**config.mk**
```make
export PLATFORM = sky130hd
export DESIGN_NAME = rr_arbiter4
export DESIGN_NICKNAME = d
export VERILOG_FILES = /design/src/rtl/rr_arbiter4.sv
export SDC_FILE = /design/constraint.sdc
export NUM_CORES = 1
export LEC_CHECK = 0
export BUFFER_PORTS_ARGS = -buffer_cell sky130_fd_sc_hd__buf_2
export CAP_MARGIN = 5
export CORE_MARGIN = 2
export CORE_UTILIZATION = 36
export CTS_BUF_LIST = sky130_fd_sc_hd__clkbuf_8
export DETAILED_ROUTE_END_ITERATION = 7
export REMOVE_ABC_BUFFERS = 1
export SLEW_MARGIN = 0
export SYNTH_ARGS = -nofsm -noshare
export SYNTH_HDL_FRONTEND = slang
export SYNTH_SLANG_ARGS = --single-unit
```
**constraint.sdc**
```tcl
create_clock -name clk -period 4 [get_ports clk]
set_input_delay 0.8 -clock clk [delete_from_list [all_inputs] [get_ports clk]]
set_output_delay 0.8 -clock clk [all_outputs]
set_load 0.01 [all_outputs]
```
**src/rtl/rr_arbiter4.sv**
```systemverilog
// rr_arbiter4 -- four-requester round-robin arbiter with bounded grant tenure.
//
// Purpose:
//   Shares one downstream resource among requesters 0..3.
//   - The winner is the first set request at or above a rotating start
//     position, wrapping past 3 back to 0.
//   - An owner keeps the grant while it keeps requesting, but only for up to
//     MAX_HOLD consecutive cycles. At that point the grant is re-arbitrated
//     and the owner has the lowest priority.
//   - Handovers happen in a single edge, with no idle cycle between grants.
//
// Parameters:
//   MAX_HOLD   maximum consecutive grant cycles per tenure. 0 = unlimited.
//              Legal range 0..255.
//
// Ports:
//   clk        rising-edge clock
//   reset      synchronous, active-high reset
//   req[3:0]   level-sensitive request vector, bit k = requester k
//   gnt[3:0]   registered one-hot grant, all-zero when idle
//   gnt_valid  registered, high while a grant is held
//   gnt_id     registered index of the current or most recent grant
module rr_arbiter4 #(
  parameter int unsigned MAX_HOLD = 8
) (
  input  logic       clk,
  input  logic       reset,
  input  logic [3:0] req,
  output logic [3:0] gnt,
  output logic       gnt_valid,
  output logic [1:0] gnt_id
);

  localparam logic [0:0] ST_IDLE  = 1'b0;
  localparam logic [0:0] ST_GRANT = 1'b1;

  // hold_cnt value at which the tenure expires. It is only used when
  // MAX_HOLD != 0.
  localparam logic [7:0] HOLD_LAST = (MAX_HOLD == 0) ? 8'd0 : 8'(MAX_HOLD - 1);

  logic [0:0] state_q, state_d;
  logic [3:0] gnt_q, gnt_d;
  logic       gnt_valid_q, gnt_valid_d;
  logic [1:0] gnt_id_q, gnt_id_d;
  // start_q holds the scan start position, which is the last winner + 1.
  // It is kept separately from gnt_id because after reset the start must be
  // 0, while gnt_id reads 0.
  logic [1:0] start_q, start_d;
  logic [7:0] hold_cnt_q, hold_cnt_d;

  // Rotate req so that rot[0] is the requester at the start position.
  logic [3:0] rot;
  for (genvar gi = 0; gi < 4; gi++) begin : g_rot
    logic [1:0] src;
    assign src     = start_q + 2'(gi);
    assign rot[gi] = req[src];
  end

  // Find the lowest set bit of the rotated vector. Scanning from the top
  // down means the last match wins, which is the lowest index.
  logic [1:0] offs;
  always_comb begin
    offs = 2'd0;
    for (int k = 3; k >= 0; k--) begin
      if (rot[k]) offs = 2'(k);
    end
  end

  logic       any_req;
  logic [1:0] winner;
  assign any_req = |req;
  assign winner  = start_q + offs;

  // In GRANT state the start position is always owner + 1. The same winner
  // therefore serves both release and timeout: on release the owner's bit
  // is already clear, and on timeout the owner is scanned last.
  always_comb begin
    state_d     = state_q;
    gnt_d       = gnt_q;
    gnt_valid_d = gnt_valid_q;
    gnt_id_d    = gnt_id_q;
    start_d     = start_q;
    hold_cnt_d  = hold_cnt_q;

    case (state_q)
      ST_IDLE: begin
        if (any_req) begin
          state_d     = ST_GRANT;
          gnt_d       = 4'b0001 << winner;
          gnt_valid_d = 1'b1;
          gnt_id_d    = winner;
          start_d     = winner + 2'd1;
          hold_cnt_d  = 8'd0;
        end
      end
      default: begin
        if (!req[gnt_id_q]) begin
          if (any_req) begin
            gnt_d       = 4'b0001 << winner;
            gnt_id_d    = winner;
            start_d     = winner + 2'd1;
            hold_cnt_d  = 8'd0;
          end else begin
            // gnt_id keeps the last owner while idle.
            state_d     = ST_IDLE;
            gnt_d       = 4'b0000;
            gnt_valid_d = 1'b0;
          end
        end else if ((MAX_HOLD != 0) && (hold_cnt_q == HOLD_LAST)) begin
          // Tenure expired. A sole requester is simply re-granted here.
          gnt_d      = 4'b0001 << winner;
          gnt_id_d   = winner;
          start_d    = winner + 2'd1;
          hold_cnt_d = 8'd0;
        end else if (hold_cnt_q != 8'hFF) begin
          // Saturate the count so that unlimited tenures never wrap.
          hold_cnt_d = hold_cnt_q + 8'd1;
        end
      end
    endcase
  end

  always_ff @(posedge clk) begin
    if (reset) begin
      state_q     <= ST_IDLE;
      gnt_q       <= 4'b0000;
      gnt_valid_q <= 1'b0;
      gnt_id_q    <= 2'd0;
      start_q     <= 2'd0;
      hold_cnt_q  <= 8'd0;
    end else begin
      state_q     <= state_d;
      gnt_q       <= gnt_d;
      gnt_valid_q <= gnt_valid_d;
      gnt_id_q    <= gnt_id_d;
      start_q     <= start_d;
      hold_cnt_q  <= hold_cnt_d;
    end
  end

  assign gnt       = gnt_q;
  assign gnt_valid = gnt_valid_q;
  assign gnt_id    = gnt_id_q;

endmodule

```
; After elaboration in Yosys (flattened, before gate mapping)
; Cells that the tools add are included.
; Widths: inputs -> output; s select.
[classes]
reduce_logical = 4
add_sub_neg = 6
mux = 39
magnitude_cmp = 5
shifts = 1
n_eq_ne = 6
[op_table]
columns = op, n
row1 = $mux 8, 5
row2 = $mux 2, 12
row3 = $mux 4, 5
row4 = $lt 2x3->1 const B, 5
row5 = $mux 1, 12
row6 = $bmux 1 s2, 5
row7 = $add 8x1->8 const B, 1
row8 = $eq 8x3->1 const B, 1
row9 = $ne 8x8->1 const B, 1
row10 = $add 2x1->2 const B, 2
row11 = $add 2x2->2 const B, 2
row12 = $ne 2x2->1 const B, 2
row13 = $ne 4x2->1 const B, 1
row14 = $reduce_or 4->1, 1
row15 = $shl 1x2->4 const A, 1
row16 = $ne 3x2->1 const B, 1
row17 = $reduce_and 3->1, 1
row18 = $add 2x2->2, 1
row19 = $reduce_and 2->1, 1
row20 = $reduce_bool 2->1, 1
[totals]
output_inout_bits = 7
input_bits = 6
register_bits = 18
wordCells = 67

; Depth between registers and ports, before layout
; Gate-level depths: netlist of run 1.
[depth]
depth_word = 12
depth_mapped = 12
depth_no_buf = 12

; Least setup slack after synthesis of run 1
; OpenSTA, ideal clock, no wires.
[synth_timing]
path_kind = input to register
from = in req[2]
to = reg start_q[1]
path_stages = 9
n_path_buf = 1
path_slack_ps = 1383
t_required_ps = 3914
t_arrival_ps = 2532
setup_ps = 86
cell_sequence = buf_2 > or4_1 > nand3_1 > ha_1 > xnor2_1 > xnor2_1 > inv_1 > ha_1 > a211oi_1
[synth_via]
elab_chain_len = 11
word_cells_on_any_way = 22
classes_between = add/sub: 2 / eq/ne: 1 / mux: 18 / reduce/logical: 1
[synth_lines]
columns = element, line
row1 = from (decl), 28  ; input logic [3:0] req,
row2 = $bmux 1 s2, 56  ; assign rot[gi] = req[src];
row3 = $mux 1 (not written as such), 56
row4 = $mux 2 (4 in a row), 65  ; if (rot[k]) offs = 2'(k);
row5 = $add 2x2->2, 72  ; assign winner = start_q + offs;
row6 = $add 2x1->2, "92, 101, 113"
row7 = $mux 2 (on tied branches), "87, 98, 109"
row8 = $mux 2, 97  ; if (!req[gnt_id_q]) begin
row9 = $mux 2, 85  ; case (state_q)
row10 = to (signal assigned), 136  ; start_q <= start_d;
row11 = to (decl), 48  ; logic [1:0] start_q, start_d;
; Several ways; a longest one is shown, not always the timed one. The select of a mux whose other input is x is not followed.
; A chain may end at the register's enable or synchronous reset.

; Worst setup path in the final report of run 1
[layout_timing]
from = in req[0]
to = reg start_q[1]
; Same word-level chain as after synthesis.

==> out/metrics.cfg, run 1 <==
[setup_path]
crit_fanout = 10
cp.depth = 11
crit_chain = buf_2, nand2b_1, o22ai_1, o21ai_0, nand3_1, ha_1, xnor2_1, xnor2_1, inv_1, ha_1, a211oi_1
critical_path_arrival_ns = 2.75
max_stage_delay_ns = 0.39
path_class = in -> reg
cp.required_ns = 4.16
cpMaxStageDelayCell = xnor2_1
crit_buf_inv = 2
cp-start-kind = input port
crit_family = XOR/XNOR gates
ff2ff_path_depth = 9
end_kind = register

[die]
die_h_um = 59.40
die-area_um2 = 3528
initial_core_util = 0.3710
num_rows = 20
coreArea_um2 = 2978
ios = 13
fp.dieW_um = 59.40

[cts]
clk_latency_ns = 0.24
clk_pin_slew_worst_paths_ns = 0.06
cts_tree = yes
cts-resized-gates = 0
cts_buffers = 3
cts_setup_buffers = 0
clock_sinks = 18
holdBufCountCts = 0
clockBufferDepth = 2
root_buffer = clkbuf_8
htreeDepth = 1

[worst_hold_path]
min_path_type = reg -> reg
hold_depth = 2

[global_routing]
grt_max_degree = 17
antenna_found_initial = 0
track_usage = 0.1461
grt_pass1_vias = 886
grt_pass1_wl_um = 3988
grt-ovfl-total = 0

[sta]
finClkSkew_ns = 0.001981
fmax_mhz = 386.0
worst_slew_pin_slew_ns = 0.5638
rsz0062_at_grt = false
min_period_ns = 2.590
hold_violations = 0
tns_ns = 0
min_period_over_period = 0.6476
slew_headroom = 0.6224
setup_violations = 0
drv_slew = 0
worst_hold_slack_ns = 0.4471

[route]
antenna_left = 0
drc = 0
vias = 969
dr_wl_met3_um = 72
wl_met1_um = 1122
routed_wl_um = 2249
wl_per_cell_um = 13.08
drt_pass1_iterations = 4
viasPerCell = 5.634
wl_met2_um = 1031
dr.max_layer_used = met4
drt-initial-drc-count = 55

[yosys]
ys_seq_area_frac = 0.3262
synth-edff-count = 0
ys_ff_latch = 18
yosys_warnings = 0
ys.flop_type = dfxtp_1
synth_area_um2 = 1105
syn_avg_cell_area_um2 = 8.434
synth_cell_types = 42
postSynthCellCount = 131
async_flop_share = 0

[placement]
hpwlAfterDp_um = 1644
gp_congestion = 0.8143
dpl-instance-area_um2 = 1167
io_buffers = 12

[layout]
final_common_cell = dfxtp_1
drive_gt1_frac = 0.1871
area_growth_pct = 9.400
fin_area_um2 = 1209
final_cell_mix = dfxtp_1, nor2_1, a21oi_1, buf_2, nand2_1
nets = 150
fill_cells = 311
diodes = 0

[power]
p_per_area_nw_per_um2 = 555.9
power_w = 0.0006719
p_leak_nw = 0.4610
irDropWorstVdd_uv = 258.2

[outcome]
outcome = completed

[flow_run]
drv_cap = 0

cell type report:
type,instances,area (µm²),share of cell area
Inverter,8,30.03,0.02484
Sequential cell,18,360.3,0.2981
Clock buffer,3,41.29,0.03416
Tap cell,33,41.29,0.03416
Timing Repair Buffer,12,60.06,0.04969
Multi-Input combinational cell,98,675.6,0.5590
registers in the layout (all words and copies together) (netlist names):
register and flops:
start_q 2, state_q 1, gnt_id 2, gnt_valid 1, hold_cnt_q 8, gnt 4
power by group:
group,internal [W],switching (W),leakage [nW]
registers,0.000221,0.0000442,0.147
logic,0.000125,0.000161,0.292
clock network,0.0000667,0.0000538,0.0216
total,0.000413,0.000259,0.461
kinds of logic (layout without fill, tap and decap cells):
| family | count (synthesis) | after routing | share of synthesized area |
|---|---|---|---|
| adders and majority gates | 3 | 3 | 0.03398 |
| DFF | 18 | 18 | 0.3262 |
| muxes | 2 | 2 | 0.02152 |
| AOI/OAI and AO/OA | 40 | 40 | 0.2718 |
| and+or+nand+nor | 51 | 51 | 0.2684 |
| buffers and inverters | 15 | 23 | 0.06229 |
| xor gates and xnor gates | 2 | 2 | 0.01586 |
worst register-to-register path: cells and delay by family (launching register included):
kind | cells | cell delay (ns)
xor+xnor | 2 | 0.52
simple gates | 1 | 0.11
compound gates | 3 | 0.50
buf+inv | 1 | 0.09
flops | 1 | 0.54
fa+ha+maj | 2 | 0.48
final timing paths:
path | end | from | slack [ns]
hold reg to reg | gnt[0]$_SDFFE_PP0P_ | gnt[0]$_SDFFE_PP0P_ | 0.45
hold / removal | gnt[0]$_SDFFE_PP0P_ | gnt[0]$_SDFFE_PP0P_ | 0.45
setup reg to reg | start_q[1]$_SDFFE_PP0P_ | start_q[0]$_SDFFE_PP0P_ | 1.68
setup / recovery | start_q[1]$_SDFFE_PP0P_ | req[0] | 1.41
Yosys cell counts (all sizes together) (3+ instances only):
| library cell | number | share of area |
|---|---|---|
| dfxtp | 18 | 0.33 |
| nor2 | 12 | 0.041 |
| buf | 5 | 0.028 |
| nand3 | 5 | 0.027 |
| nand2 | 10 | 0.034 |
| o32ai | 3 | 0.024 |
| inv | 8 | 0.027 |
| nand2b | 6 | 0.034 |
| o21ai | 6 | 0.027 |
| ha | 3 | 0.034 |
| nor3 | 3 | 0.014 |
| a311oi | 4 | 0.037 |
| and2 | 5 | 0.031 |
| a21oi | 13 | 0.062 |
stage by stage:
stage / worst slack [ns] / cells / utilization
global placement: 1.248 / 169 / 0.3920
detailed placement: 1.198 / 169 / 0.3920
floorplan: 1.544 / 124 / -
global route: 1.275 / 172 / 0.4059
finish: 1.410 / 172 / 0.4059
CTS: 1.416 / 172 / 0.4059
routing by layer:
layer  global-route usage  up-vias
met1               0.1946      454
met2               0.2355       17
met5                    0        -
met3              0.02183        2
li1                     -      496
met4              0.05844        0
(Power assumes the default switching activity.)
==> run 2, diff against run 1 <==
==> constraint.sdc (replaced) <==
create_clock -name clk -period 2.5 [get_ports clk]
set_input_delay 0.5 -clock clk [delete_from_list [all_inputs] [get_ports clk]]
set_output_delay 0.5 -clock clk [all_outputs]
set_load 0.01 [all_outputs]
==> out/metrics.cfg, run 2 (same netlist as run 1, synthesis figures left out) <==
[global_routing]
grt-ovfl-total = 0
grt_max_degree = 17
grt_pass1_wl_um = 3926
grt_pass1_vias = 915
track_usage = 0.1430
antenna_found_initial = 0

[layout]
seq_area_um2 = 360.3
multi_input_area_um2 = 675.6
nets = 151
drive_gt1_frac = 0.1986
final_common_cell = dfxtp_1
fill_cells = 314
top_register = hold_cnt_q
final_cells = 174
area_growth_pct = 11.33
largest_reg_flops = 8
final_cell_mix = dfxtp_1, nor2_1, a21oi_1, buf_2, nand2_1
diodes = 0

[sta]
min_period_ns = 2.184
hold_violations = 0
setup_ws_ns = 0.3162
setup_violations = 0
slew_headroom = 0.5968
finClkSkew_ns = 0.003833
min_period_over_period = 0.8735
drv_slew = 0
rsz0062_at_grt = false
fmax_mhz = 457.9
tns_ns = 0
worst_slew_pin_slew_ns = 0.6020

[cts]
clk_latency_ns = 0.25
cts-resized-gates = 0
clk_pin_slew_worst_paths_ns = 0.07
root_buffer = clkbuf_8
cts_buffers = 3
htreeDepth = 1
clock_sinks = 18
clockBufferDepth = 2
cts_tree = yes
holdBufCountCts = 0
cts_setup_buffers = 0

[power]
p_per_area_nw_per_um2 = 933.8
irDropWorstVdd_uv = 475.4
p_leak_nw = 0.4728

[placement]
io_buffers = 12
gp_congestion = 0.8447
hpwlAfterDp_um = 1692
place_inst = 170
dp_slack_ns = 0.09602

[route]
vias = 957
drc = 0
wl_per_cell_um = 13.01
drt_pass1_iterations = 4
drt-initial-drc-count = 95
antenna_left = 0
routed_wl_um = 2263
viasPerCell = 5.500

[die]
die-area_um2 = 3528
fp.dieW_um = 59.40
num_rows = 20
initial_core_util = 0.3710
coreArea_um2 = 2978
die_h_um = 59.40
ios = 13

[outcome]
outcome = completed

[setup_path]
path_class = in -> reg
critical_path_arrival_ns = 2.35
cp.required_ns = 2.67
end_kind = register
cp-start-kind = input port
crit_fanout = 6

[worst_hold_path]
min_path_type = reg -> reg

[flow_run]
drv_cap = 0

==> run 2: changes by cell type in the layout (fill, tap and decap cells not counted), sizes merged <==
cell and delta:
buf +1, clkbuf +1
==> run 2: final timing paths <==
| path | depth (start not counted) | start | slack (ns) | endpoint |
|---|---|---|---|---|
| worst max-delay path | 11 | req[3] | 0.32 | start_q[1]$_SDFFE_PP0P_ |
| worst min-delay path | 2 | gnt[0]$_SDFFE_PP0P_ | 0.46 | gnt[0]$_SDFFE_PP0P_ |
| worst min register to register | 2 | gnt[0]$_SDFFE_PP0P_ | 0.46 | gnt[0]$_SDFFE_PP0P_ |
| worst max register to register | 9 | start_q[0]$_SDFFE_PP0P_ | 0.34 | start_q[1]$_SDFFE_PP0P_ |
==> run 2: stage by stage <==
stage	power, W	hold WS, ns	util	area [µm²]
finish	0.001149	0.4581	0.4130	1230
global route	0.001237	0.4870	0.4130	1230
CTS	0.001158	0.4589	0.4130	1230
detailed placement	0.0009164	0.4489	0.3945	1175
global placement	0.0009012	0.4322	0.3945	1175
floorplan	0.0007495	0.4572	-	1066
==> run 2: power breakdown <==
| group | switching [W] | leakage (nW) | internal (W) |
|---|---|---|---|
| combinational | 0.000271 | 0.297 | 0.000222 |
| sequential | 0.0000698 | 0.147 | 0.000354 |
| clock | 0.0000926 | 0.0288 | 0.000140 |
| total | 0.000433 | 0.473 | 0.000715 |
==> run 2: layout make-up <==
type,count,area share
Clock buffer,4,0.04476
Timing Repair Buffer,13,0.05493
Tap cell,33,0.03357
Sequential cell,18,0.2930
Inverter,8,0.02442
Multi-Input combinational cell,98,0.5493
==> run 2: critical path, cell delays in order <==
cell and delay (ns):
buf_2 0.16, inv_1 0.09, o311ai_0 0.33, o21ai_0 0.15, nand3_1 0.11, ha_1 0.16
xnor2_1 0.13, xnor2_1 0.19, inv_1 0.07, ha_1 0.28, a211oi_1 0.18
==> run 2: routing by layer <==
layer  GRT usage  part of all wire  vias to the layer above
met1      0.1815              0.49                      434
met3     0.02183             0.039                        2
met2      0.2433              0.46                       20
met4     0.05195            0.0075                        0
li1            -                 -                      501
met5           0                 0                        -
